File: src/rtl/spatz_vfu_issue_queue.sv
// In-order issue FIFO between the Spatz controller and a VFU, with an in-flight limit.
// Optional same-cycle bypass of an empty queue: define SPATZ_ISSUE_FALLTHROUGH_EN.
module spatz_vfu_issue_queue #(
    parameter int unsigned DEPTH        = 4,
    parameter int unsigned REQ_WIDTH    = 128,
    parameter int unsigned MAX_INFLIGHT = 2
) (
    input  logic                       clk_i,
    input  logic                       rst_i,
    input  logic                       spatz_req_valid_i,
    output logic                       spatz_req_ready_o,
    input  logic [REQ_WIDTH-1:0]       spatz_req_i,
    output logic                       vfu_req_valid_o,
    input  logic                       vfu_req_ready_i,
    output logic [REQ_WIDTH-1:0]       vfu_req_o,
    input  logic                       vfu_done_i,
    output logic [$clog2(DEPTH):0]     usage_o,
    output logic                       idle_o
);

    localparam int unsigned PW = $clog2(DEPTH);
    localparam int unsigned UW = PW + 1;
    localparam int unsigned IW = $clog2(MAX_INFLIGHT) + 1;
    localparam logic [UW-1:0] DEPTH_U   = UW'(DEPTH);
    localparam logic [IW-1:0] MAX_INF_I = IW'(MAX_INFLIGHT);

    logic [REQ_WIDTH-1:0] mem_q [DEPTH];
    logic [PW-1:0]        wr_ptr_q, wr_ptr_d, rd_ptr_q, rd_ptr_d;
    logic [UW-1:0]        usage_q, usage_d;
    logic [IW-1:0]        inflight_q, inflight_d;

    logic                 empty, can_issue, head_valid, bypass;
    logic                 push, pop, fifo_push, fifo_pop, done_eff;
    logic [REQ_WIDTH-1:0] head_data;

    assign empty     = (usage_q == '0);
    assign can_issue = (inflight_q < MAX_INF_I);

`ifdef SPATZ_ISSUE_FALLTHROUGH_EN
    logic ft_offer;
    assign ft_offer   = empty & spatz_req_valid_i & can_issue;
    assign head_valid = (~empty & can_issue) | ft_offer;
    assign head_data  = empty ? spatz_req_i : mem_q[rd_ptr_q];
    // A bypassed request accepted by the VFU never occupies a FIFO slot.
    assign bypass     = ft_offer & vfu_req_ready_i;
`else
    assign head_valid = ~empty & can_issue;
    assign head_data  = mem_q[rd_ptr_q];
    assign bypass     = 1'b0;
`endif

    // Outputs are masked while rst_i is high so they read as reset values before the first edge.
    assign spatz_req_ready_o = rst_i | (usage_q < DEPTH_U);
    assign vfu_req_valid_o   = ~rst_i & head_valid;
    assign vfu_req_o         = vfu_req_valid_o ? head_data : '0;
    assign usage_o           = rst_i ? '0 : usage_q;
    assign idle_o            = rst_i | (empty & (inflight_q == '0));

    assign push      = spatz_req_valid_i & spatz_req_ready_o;
    assign pop       = vfu_req_valid_o & vfu_req_ready_i;
    assign fifo_push = push & ~bypass;
    assign fifo_pop  = pop & ~empty;
    assign done_eff  = vfu_done_i & (inflight_q != '0);

    always_comb begin
        wr_ptr_d   = wr_ptr_q;
        rd_ptr_d   = rd_ptr_q;
        usage_d    = usage_q;
        inflight_d = inflight_q;
        if (fifo_push) wr_ptr_d = wr_ptr_q + PW'(1);
        if (fifo_pop)  rd_ptr_d = rd_ptr_q + PW'(1);
        case ({fifo_push, fifo_pop})
            2'b10:   usage_d = usage_q + UW'(1);
            2'b01:   usage_d = usage_q - UW'(1);
            default: usage_d = usage_q;
        endcase
        case ({pop, done_eff})
            2'b10:   inflight_d = inflight_q + IW'(1);
            2'b01:   inflight_d = inflight_q - IW'(1);
            default: inflight_d = inflight_q;
        endcase
    end

    always_ff @(posedge clk_i) begin
        if (rst_i) begin
            wr_ptr_q   <= '0;
            rd_ptr_q   <= '0;
            usage_q    <= '0;
            inflight_q <= '0;
        end else begin
            wr_ptr_q   <= wr_ptr_d;
            rd_ptr_q   <= rd_ptr_d;
            usage_q    <= usage_d;
            inflight_q <= inflight_d;
        end
    end

    always_ff @(posedge clk_i) begin
        if (fifo_push) mem_q[wr_ptr_q] <= spatz_req_i;
    end

endmodule

File: config.mk
export PLATFORM = sky130hd
export DESIGN_NAME = spatz_vfu_issue_queue
export DESIGN_NICKNAME = d
export VERILOG_FILES = /design/src/rtl/spatz_vfu_issue_queue.sv
export SDC_FILE = /design/constraint.sdc
export NUM_CORES = 1
export LEC_CHECK = 0
export ABC_AREA = 0
export CORE_ASPECT_RATIO = 0.5
export CORE_UTILIZATION = 34
export DETAILED_ROUTE_END_ITERATION = 6
export GPL_TIMING_DRIVEN = 0
export RECOVER_POWER = 50
export SETUP_SLACK_MARGIN = 0.5
export SYNTH_ARGS = -nofsm -noshare
export SYNTH_HDL_FRONTEND = slang
export SYNTH_SLANG_ARGS = --single-unit
File: constraint.sdc
create_clock -name clk_i -period 5.65 [get_ports clk_i]
set_clock_uncertainty 0.05 [all_clocks]
set_input_delay 1.4125 -clock clk_i [delete_from_list [all_inputs] [get_ports clk_i]]
set_output_delay 1.4125 -clock clk_i [all_outputs]
set_load 0.1 [all_outputs]
# After elaboration in Yosys (flattened, before gate mapping)
# Memories as Yosys holds them, arrays and structs flattened. A register that Yosys moved wholly into a read port is not among the register bits.
# Index checks and enable logic that the tools add are counted.
# Widths: inputs -> output; s select.
[totals]
reg_bits = 9
mem_bits_rw = 512
inputBits = 133
out_inout_bits = 134
elab_cells = 41
memories = 1
[op_classes]
add_sub_neg = 6
order_cmp = 2
eq_ne = 4
mux = 8
n_bitwise = 11
n_reduce_logical = 5
[mem_list]
columns = ["memory", "depth", "width", "read_ports", "rd_ports_with_merged_regs", "write_ports", "line_no", "source"]
rows = [
  ["mem_q", 4, 128, 1, 1, 1, "27", "logic [REQ_WIDTH-1:0] mem_q [DEPTH];"],
]
[ops]
columns = ["op", "n"]
rows = [
  ["$mux 128", 1],
  ["$and 1x1->1", 7],
  ["$add 2x1->2 const B", 3],
  ["$pmux 3 s2", 1],
  ["$reduce_bool 2->1", 3],
  ["$eq 2x1->1 const B", 2],
  ["$eq 2x2->1 const B", 2],
  ["$mux 2", 2],
  ["$pmux 2 s2", 1],
  ["$add 3x1->3 const B", 1],
  ["$logic_not 3->1", 1],
  ["$lt 3x3->1 const B", 1],
  ["$mux 3", 1],
  ["$sub 3x1->3 const B", 1],
  ["$logic_not 2->1", 1],
  ["$lt 2x2->1 const B", 1],
  ["$mux 1", 2],
  ["$not 1->1", 2],
  ["$or 1x1->1", 2],
  ["$sub 2x1->2 const B", 1],
]

# Longest topological paths before layout
# Gate-level depths: netlist (run 1).
[depth]
word_depth = 8
ltp_mapped = 10
depth_no_buf = 9

# Worst setup path after synthesis (run 1)
# Ideal clock, no wire load.
[synth_path]
path_kind = "input port to flip-flop"
start = "input rst_i"
end = "memory mem_q[0][0] (enable)"
setup_time_ns = 0.503
t_arrival_ns = 5.633
t_required_ns = 5.097
slack_ns = -0.536
path_stages = 3
path_buffers = 1
path_cell_list = "nand2b_1 > clkbuf_1 > and3_1"
[synth_between]
elab_chain_len = 4
[synth_rtl]
columns = ["element", "line_no", "source"]
rows = [
  ["from (decl)", "9", "input logic rst_i,"],
  ["$or 1x1->1", "53", "assign spatz_req_ready_o = rst_i | (usage_q < DEPTH_U);"],
  ["net spatz_req_ready_o", "11", "output logic spatz_req_ready_o,"],
  ["$and 1x1->1", "59", "assign push = spatz_req_valid_i & spatz_req_ready_o;"],
  ["$mux 1", "99", "if (fifo_push) mem_q[wr_ptr_q] <= spatz_req_i;"],
  ["$mux 1 (not written as such)", "99", ""],
  ["to (decl)", "27", ""],
]
# The timed path passes the listed nets, and every way through them passes these cells.

# Worst setup path in the final report (run 1)
[layout_path]
start = "input rst_i"
end = "output vfu_req_o[96]"
[layout_between]
elab_chain_len = 3
[layout_rtl]
columns = ["element", "line_no", "source"]
rows = [
  ["$not 1->1", "54", "assign vfu_req_valid_o = ~rst_i & head_valid;"],
  ["$and 1x1->1", "54", ""],
  ["$mux 128", "55", "assign vfu_req_o = vfu_req_valid_o ? head_data : '0;"],
  ["to (decl)", "15", "output logic [REQ_WIDTH-1:0] vfu_req_o,"],
]
# No other way between the ends.

==> flow_metrics.env, run 1 <==
export IMPL_period_needed_ns=5.21
export IMPL_min_from="rd_ptr_q[0]"
export IMPL_die_width_um=345
export IMPL_grt_overflow=0
export IMPL_r2r_slack_ns=1.97
export IMPL_yosysWarnings=0
export IMPL_wire_per_inst_um=21.5
export IMPL_r2r_end="mem_q[3][54]"
export IMPL_nFillCells=4909
export IMPL_synth_cell_area_mm2=0.0200
export IMPL_rsz0062_at_grt="true"
export IMPL_coreArea_mm2=0.0578
export IMPL_grt_antenna_before_repair=11
export IMPL_slowest_stage="dlygate4sd3_1"
export IMPL_cts_buffers=50
export IMPL_num_rows=62
export IMPL_netlist_area_leader_share_pct=76.8
export IMPL_clk_pin_slew_ns=0.06
export IMPL_postRouteAntennaNets=0
export IMPL_peakVddDrop_mv=0.201
export IMPL_post_cts_buffers=0
export IMPL_insertion_delay_ns=0.56
export IMPL_max_cap_violations=4
export IMPL_cp_num_buf_inv=4
export IMPL_grt_pass1_vias=10427
export IMPL_cp_start_kind="input port"
export IMPL_switching_power_uw=3580
export IMPL_period_share_pct=92.2
export IMPL_vias=9457
export IMPL_drc=0
export IMPL_cts_buffer_depth=3
export IMPL_tns_ns=0
export IMPL_ioPinCount=267
export IMPL_htreeDepth=2
export IMPL_violations="max-capacitance violations, max-slew violations"
export IMPL_cp_data_required_time_ns=4.19
export IMPL_drt_wl_total_mm=43.3
export IMPL_die_y_um=174
export IMPL_hold_class="flop to flop"
export IMPL_postCtsHoldBufs=0
export IMPL_slowest_delay_ns=0.62
export IMPL_p_sw_share_pct=33.1
export IMPL_fmax_mhz=192
export IMPL_syn_nets=1021
export IMPL_path_cells="dlygate4sd3_1 > nor3_1 > buf_4 > clkbuf_2 > and2_1 > buf_2"
export IMPL_end_kind="output port"
export IMPL_yosysSeqAreaShare_pct=77.9
export IMPL_critPathTopFamily="buffers and inverters"
export IMPL_root_buffer="clkbuf_16"
export IMPL_first_iter_violations=637
export IMPL_pwr_share_comb_pct=28.1
export IMPL_hold_viol_final=0
export IMPL_dieArea_mm2=0.0599
export IMPL_whs_ns=0.445
export IMPL_io_buffers=266
export IMPL_routabilityCongestion=0.768
export IMPL_vias_per_cell=4.68
export IMPL_internal_power_uw=7220
export IMPL_hold_depth=1
export IMPL_relSlewSlack_pct=-69.9
export IMPL_cp_max_fo=10
export IMPL_synth_seq_cells=523
export IMPL_pwr_share_seq_pct=41.8
export IMPL_power_frac_clock_pct=30.1
export IMPL_r2r_cells=5
export IMPL_crit_type="input port to output port"
export IMPL_grt_pass1_wl_mm=65.6
export IMPL_outcome="finished with violations"
export IMPL_power_density_mw_per_mm2=430
export IMPL_arrival_ns=3.75
export IMPL_maxSlewViolCount=164
export IMPL_hpwl_mm=28.4
export IMPL_avgSynthCellArea_um2=22.7
export IMPL_final_setup_viol_count=0
export IMPL_cts_tree="built"
export IMPL_ys_types=32
export IMPL_place_ws_ns=-0.618
export IMPL_grtUsageTotal_pct=14.6
export IMPL_syn_inst=881
export IMPL_start_util_pct=34.7
export IMPL_power_leakage_uw=0.00828
export IMPL_synth_top_area_cell="edfxtp_1"
export IMPL_synth_area_top_cells="edfxtp_1, mux4_2, and2_1"
export IMPL_area_growth_pct=25.4
export IMPL_min_to="rd_ptr_q[0]"
export IMPL_worstMarginPinSlew_ns=2.55
export IMPL_r2r_start="usage_q[2]"
export IMPL_drive_above_1_share_pct=29.1
export IMPL_final_setup_worst_slack_ns=0.439
export IMPL_nNetsFinal=1347
export IMPL_drtPass1Iterations=6
export IMPL_grt_max_degree=46
export IMPL_cts_sinks=523
[cell families after synthesis]
group | share of synthesized area [%]
multiplexers | 14.5
adder cells (fa/ha/maj) | 0.475
buffers and inverters | 2.02
flip-flops | 77.9
XOR/XNOR | 0.175
AND/OR/NAND/NOR | 4.70
AO/OA/AOI/OAI | 0.287
[final cells by class]
| type | instances | area (um2) | area share (%) |
|---|---|---|---|
| antenna | 5 | 12.5 | 0.0498 |
| buffer | 45 | 378 | 1.50 |
| clock buffer | 62 | 1370 | 5.45 |
| clock inverter | 29 | 214 | 0.852 |
| inverter | 8 | 30.0 | 0.120 |
| multi-input combinational | 305 | 4030 | 16.1 |
| sequential | 523 | 15600 | 62.1 |
| tap | 768 | 961 | 3.83 |
| timing repair buffer | 274 | 2520 | 10.0 |
[cells in the final DEF (no fill, tap or decap), drive strengths merged, types with 3 or more instances in the layout]
cell type        n
mux4           128
xor2             3
clkdlybuf4s15    9
a21oi            5
edfxtp         512
o21ai            5
clkbuf         142
dlygate4sd3    130
bufinv           3
inv              8
clkinv          23
ha               6
and2           128
dfxtp           11
and3             4
nor2             7
clkinvlp         3
buf             93
clkdlybuf4s50    5
diode            5
[cell usage after synthesis, drive strengths merged]
library cell / number
nor2b: 1
xor2: 3
a21o: 1
or4: 1
a21oi: 5
nand2: 2
nor3: 2
edfxtp: 512
buf: 31
nand2b: 2
mux2i: 2
or4b: 1
or3: 2
o21ai: 5
clkbuf: 14
xnor2: 1
fa: 1
nor2: 7
ha: 6
nand3b: 1
and3: 4
dfxtp: 11
mux4: 128
inv: 8
nand3: 2
and2: 128
[routing by layer]
metal | global-route usage [%] | vias up | share of wire, %
li1 | - | 4253 | -
met1 | 16.6 | 4989 | 38
met2 | 28.1 | 143 | 57
met3 | 2.32 | 72 | 3.3
met4 | 4.19 | 0 | 2.2
met5 | 0 | - | 0
[state kept, by name, indices dropped and copies added (netlist names), named ones only]
signal / cells
inflight_q: 2
mem_q: 512
rd_ptr_q: 2
usage_q: 3
wr_ptr_q: 2
[power groups by stage]
| stage | clock (uW) | sequential (uW) | combinational (uW) |
|---|---|---|---|
| final | 3250 | 4520 | 3040 |
| after global routing | 3470 | 4530 | 3180 |
| after CTS | 3320 | 4520 | 3090 |
| after detailed placement | 0 | 4600 | 3200 |
| after global placement | 0 | 4610 | 3160 |
| after floorplan | 0 | 4590 | 2380 |
[how the worst max path moves through the flow]
stage | startpoint | endpoint | slack (ns) | cells after the start
after global placement | rst_i | vfu_req_o[89] | -0.55 | 6
after global routing | rst_i | vfu_req_o[96] | 0.28 | 6
final | rst_i | vfu_req_o[96] | 0.44 | 6
after CTS | rst_i | vfu_req_o[96] | 0.35 | 6
after detailed placement | rst_i | vfu_req_o[96] | -0.62 | 6
after floorplan | rst_i | vfu_req_o[118] | 0.67 | 3
[metrics by stage]
step / power, uW / area (um2) / util [%] / cells
after floorplan: 6970 / 20000 / - / 881
after global placement: 7760 / 23700 / 40.9 / 1915
after detailed placement: 7800 / 23900 / 41.3 / 1923
after CTS: 10900 / 25100 / 43.4 / 2014
after global routing: 11200 / 25100 / 43.4 / 2019
final: 10800 / 25100 / 43.4 / 2019
[what timing repair did]
| item | in CTS | in global routing |
|---|---|---|
| hold endpoints to repair | 0 | 0 |
| setup endpoints to repair | 129 | 121 |
| gates resized for setup | 599 | 106 |
| pin swaps | 0 | 0 |
(Power assumes the default switching activity.)
==> run 2: changes to the inputs <==
- CTS_BUF_LIST: not set -> sky130_fd_sc_hd__clkbuf_8
==> flow_metrics.env, run 2 (synthesis gave the netlist of run 1 again) <==
export IMPL_outcome="finished with violations"
export IMPL_violations="max-capacitance violations, max-slew violations"
export IMPL_final_area_mm2=0.0249
export IMPL_worstMarginPinSlew_ns=2.55
export IMPL_first_iter_violations=607
export IMPL_rsz0062_at_grt="true"
export IMPL_dpl_instance_area_mm2=0.0239
export IMPL_crit_cells=5
export IMPL_grt_antenna_before_repair=11
export IMPL_num_rows=62
export IMPL_grtUsageTotal_pct=14.7
export IMPL_area_growth_pct=24.5
export IMPL_htreeDepth=3
export IMPL_r2r_start="usage_q[2]"
export IMPL_r2r_cells=5
export IMPL_vias_per_cell=4.67
export IMPL_finalNonFillerCells=2074
export IMPL_cp_max_fo=9
export IMPL_drtPass1Iterations=5
export IMPL_largest_reg_flops=512
export IMPL_slowest_stage="clkdlybuf4s50_1"
export IMPL_critPathTopFamily="buffers and inverters"
export IMPL_power_density_mw_per_mm2=415
export IMPL_cts_sinks=523
export IMPL_drt_wl_total_mm=43.6
export IMPL_maxSlewViolCount=164
export IMPL_end_kind="output port"
export IMPL_min_to="rd_ptr_q[0]"
export IMPL_grt_pass1_wl_mm=66.0
export IMPL_peakVddDrop_mv=0.188
export IMPL_largest_register="mem_q"
export IMPL_grt_overflow=0
export IMPL_hold_depth=1
export IMPL_place_ws_ns=-0.618
export IMPL_crit_type="input port to output port"
export IMPL_cp_start_kind="input port"
export IMPL_cts_buffer_depth=3
export IMPL_path_cells="dlygate4sd3_1 > nand2b_1 > clkbuf_1 > inv_1 > clkdlybuf4s50_1"
export IMPL_vias=9684
export IMPL_ioPinCount=267
export IMPL_min_from="rd_ptr_q[0]"
export IMPL_slowest_delay_ns=1.15
export IMPL_routabilityCongestion=0.768
export IMPL_grt_max_degree=46
export IMPL_drive_above_1_share_pct=29.3
export IMPL_nNetsFinal=1378
export IMPL_final_setup_worst_slack_ns=0.466
export IMPL_post_cts_buffers=0
export IMPL_hpwl_mm=28.4
export IMPL_root_buffer="clkbuf_8"
export IMPL_max_cap_violations=4
export IMPL_cts_buffers=81
export IMPL_hold_class="flop to flop"
export IMPL_fmax_mhz=193
export IMPL_postRouteAntennaNets=0
export IMPL_clk_pin_slew_ns=0.06
export IMPL_hold_viol_final=0
export IMPL_period_needed_ns=5.18
export IMPL_drc=0
export IMPL_reg_top3="mem_q (512), usage_q (3)"
export IMPL_postCtsHoldBufs=0
export IMPL_final_setup_viol_count=0
export IMPL_layout_common_cells="edfxtp_1, dlygate4sd3_1, mux4_2, and2_1, clkbuf_8"
export IMPL_wire_per_inst_um=21.0
export IMPL_power_leakage_uw=0.00838
export IMPL_coreArea_mm2=0.0578
export IMPL_tns_ns=0
export IMPL_cp_data_required_time_ns=4.19
export IMPL_grt_pass1_vias=10692
export IMPL_dieArea_mm2=0.0599
export IMPL_cp_num_buf_inv=4
export IMPL_arrival_ns=3.72
export IMPL_period_share_pct=91.8
export IMPL_final_common_cell="edfxtp_1"
export IMPL_insertion_delay_ns=0.62
export IMPL_die_y_um=174
export IMPL_r2r_end="mem_q[3][53]"
export IMPL_relSlewSlack_pct=-69.9
export IMPL_r2r_slack_ns=1.95
export IMPL_start_util_pct=34.7
export IMPL_die_width_um=345
export IMPL_cts_tree="built"
export IMPL_place_inst=1923
export IMPL_io_buffers=266
-- run 2: area by class of cell --
| cell class | count | area, um2 |
|---|---|---|
| fillers | 4968 | 32900 |
| flip-flops and latches | 523 | 15600 |
| multi-input cells | 305 | 4040 |
| repair buffers | 274 | 2480 |
| clock buffers | 87 | 1200 |
| well taps | 768 | 961 |
| plain buffers | 45 | 378 |
| clock inverters | 59 | 239 |
| inverters | 8 | 30.0 |
| diodes | 5 | 12.5 |
-- run 2: how the worst max path moves through the flow --
stage | to | from | slack (ns)
after CTS | vfu_req_o[96] | rst_i | 0.35
after global routing | vfu_req_o[96] | rst_i | 0.41
after global placement | vfu_req_o[89] | rst_i | -0.55
after floorplan | vfu_req_o[118] | rst_i | 0.67
final | usage_o[2] | rst_i | 0.47
after detailed placement | vfu_req_o[96] | rst_i | -0.62
-- run 2: where the power goes --
group | switching (uW) | leakage [uW] | internal [uW]
clock network | 1410 | 0.000835 | 1420
logic | 2130 | 0.00275 | 885
registers | 50.5 | 0.00479 | 4470
-- run 2: routing by layer --
layer	up-vias	GRT usage [%]	wire, um	part of all wire, %
met5	-	0	0	0
met4	0	4.85	970	2.2
met3	88	2.92	1470	3.4
met2	192	28.3	25000	57
met1	5079	16.2	16200	37
li1	4325	-	-	-
-- run 2: what timing repair did --
item / CTS / global route
endpoints found under the setup margin: 129 / 122
resized for setup: 598 / 17
endpoints found under the hold margin: 0 / 0
-- run 2: metrics by stage --
| step | utilization [%] | power, uW | hold slack [ns] |
|---|---|---|---|
| final | 43.1 | 10400 | 0.444 |
| after global routing | 43.1 | 10800 | 0.476 |
| after CTS | 43.1 | 10500 | 0.450 |
| after detailed placement | 41.3 | 7800 | 0.437 |
| after global placement | 40.9 | 7760 | 0.418 |
| after floorplan | - | 6970 | 0.399 |
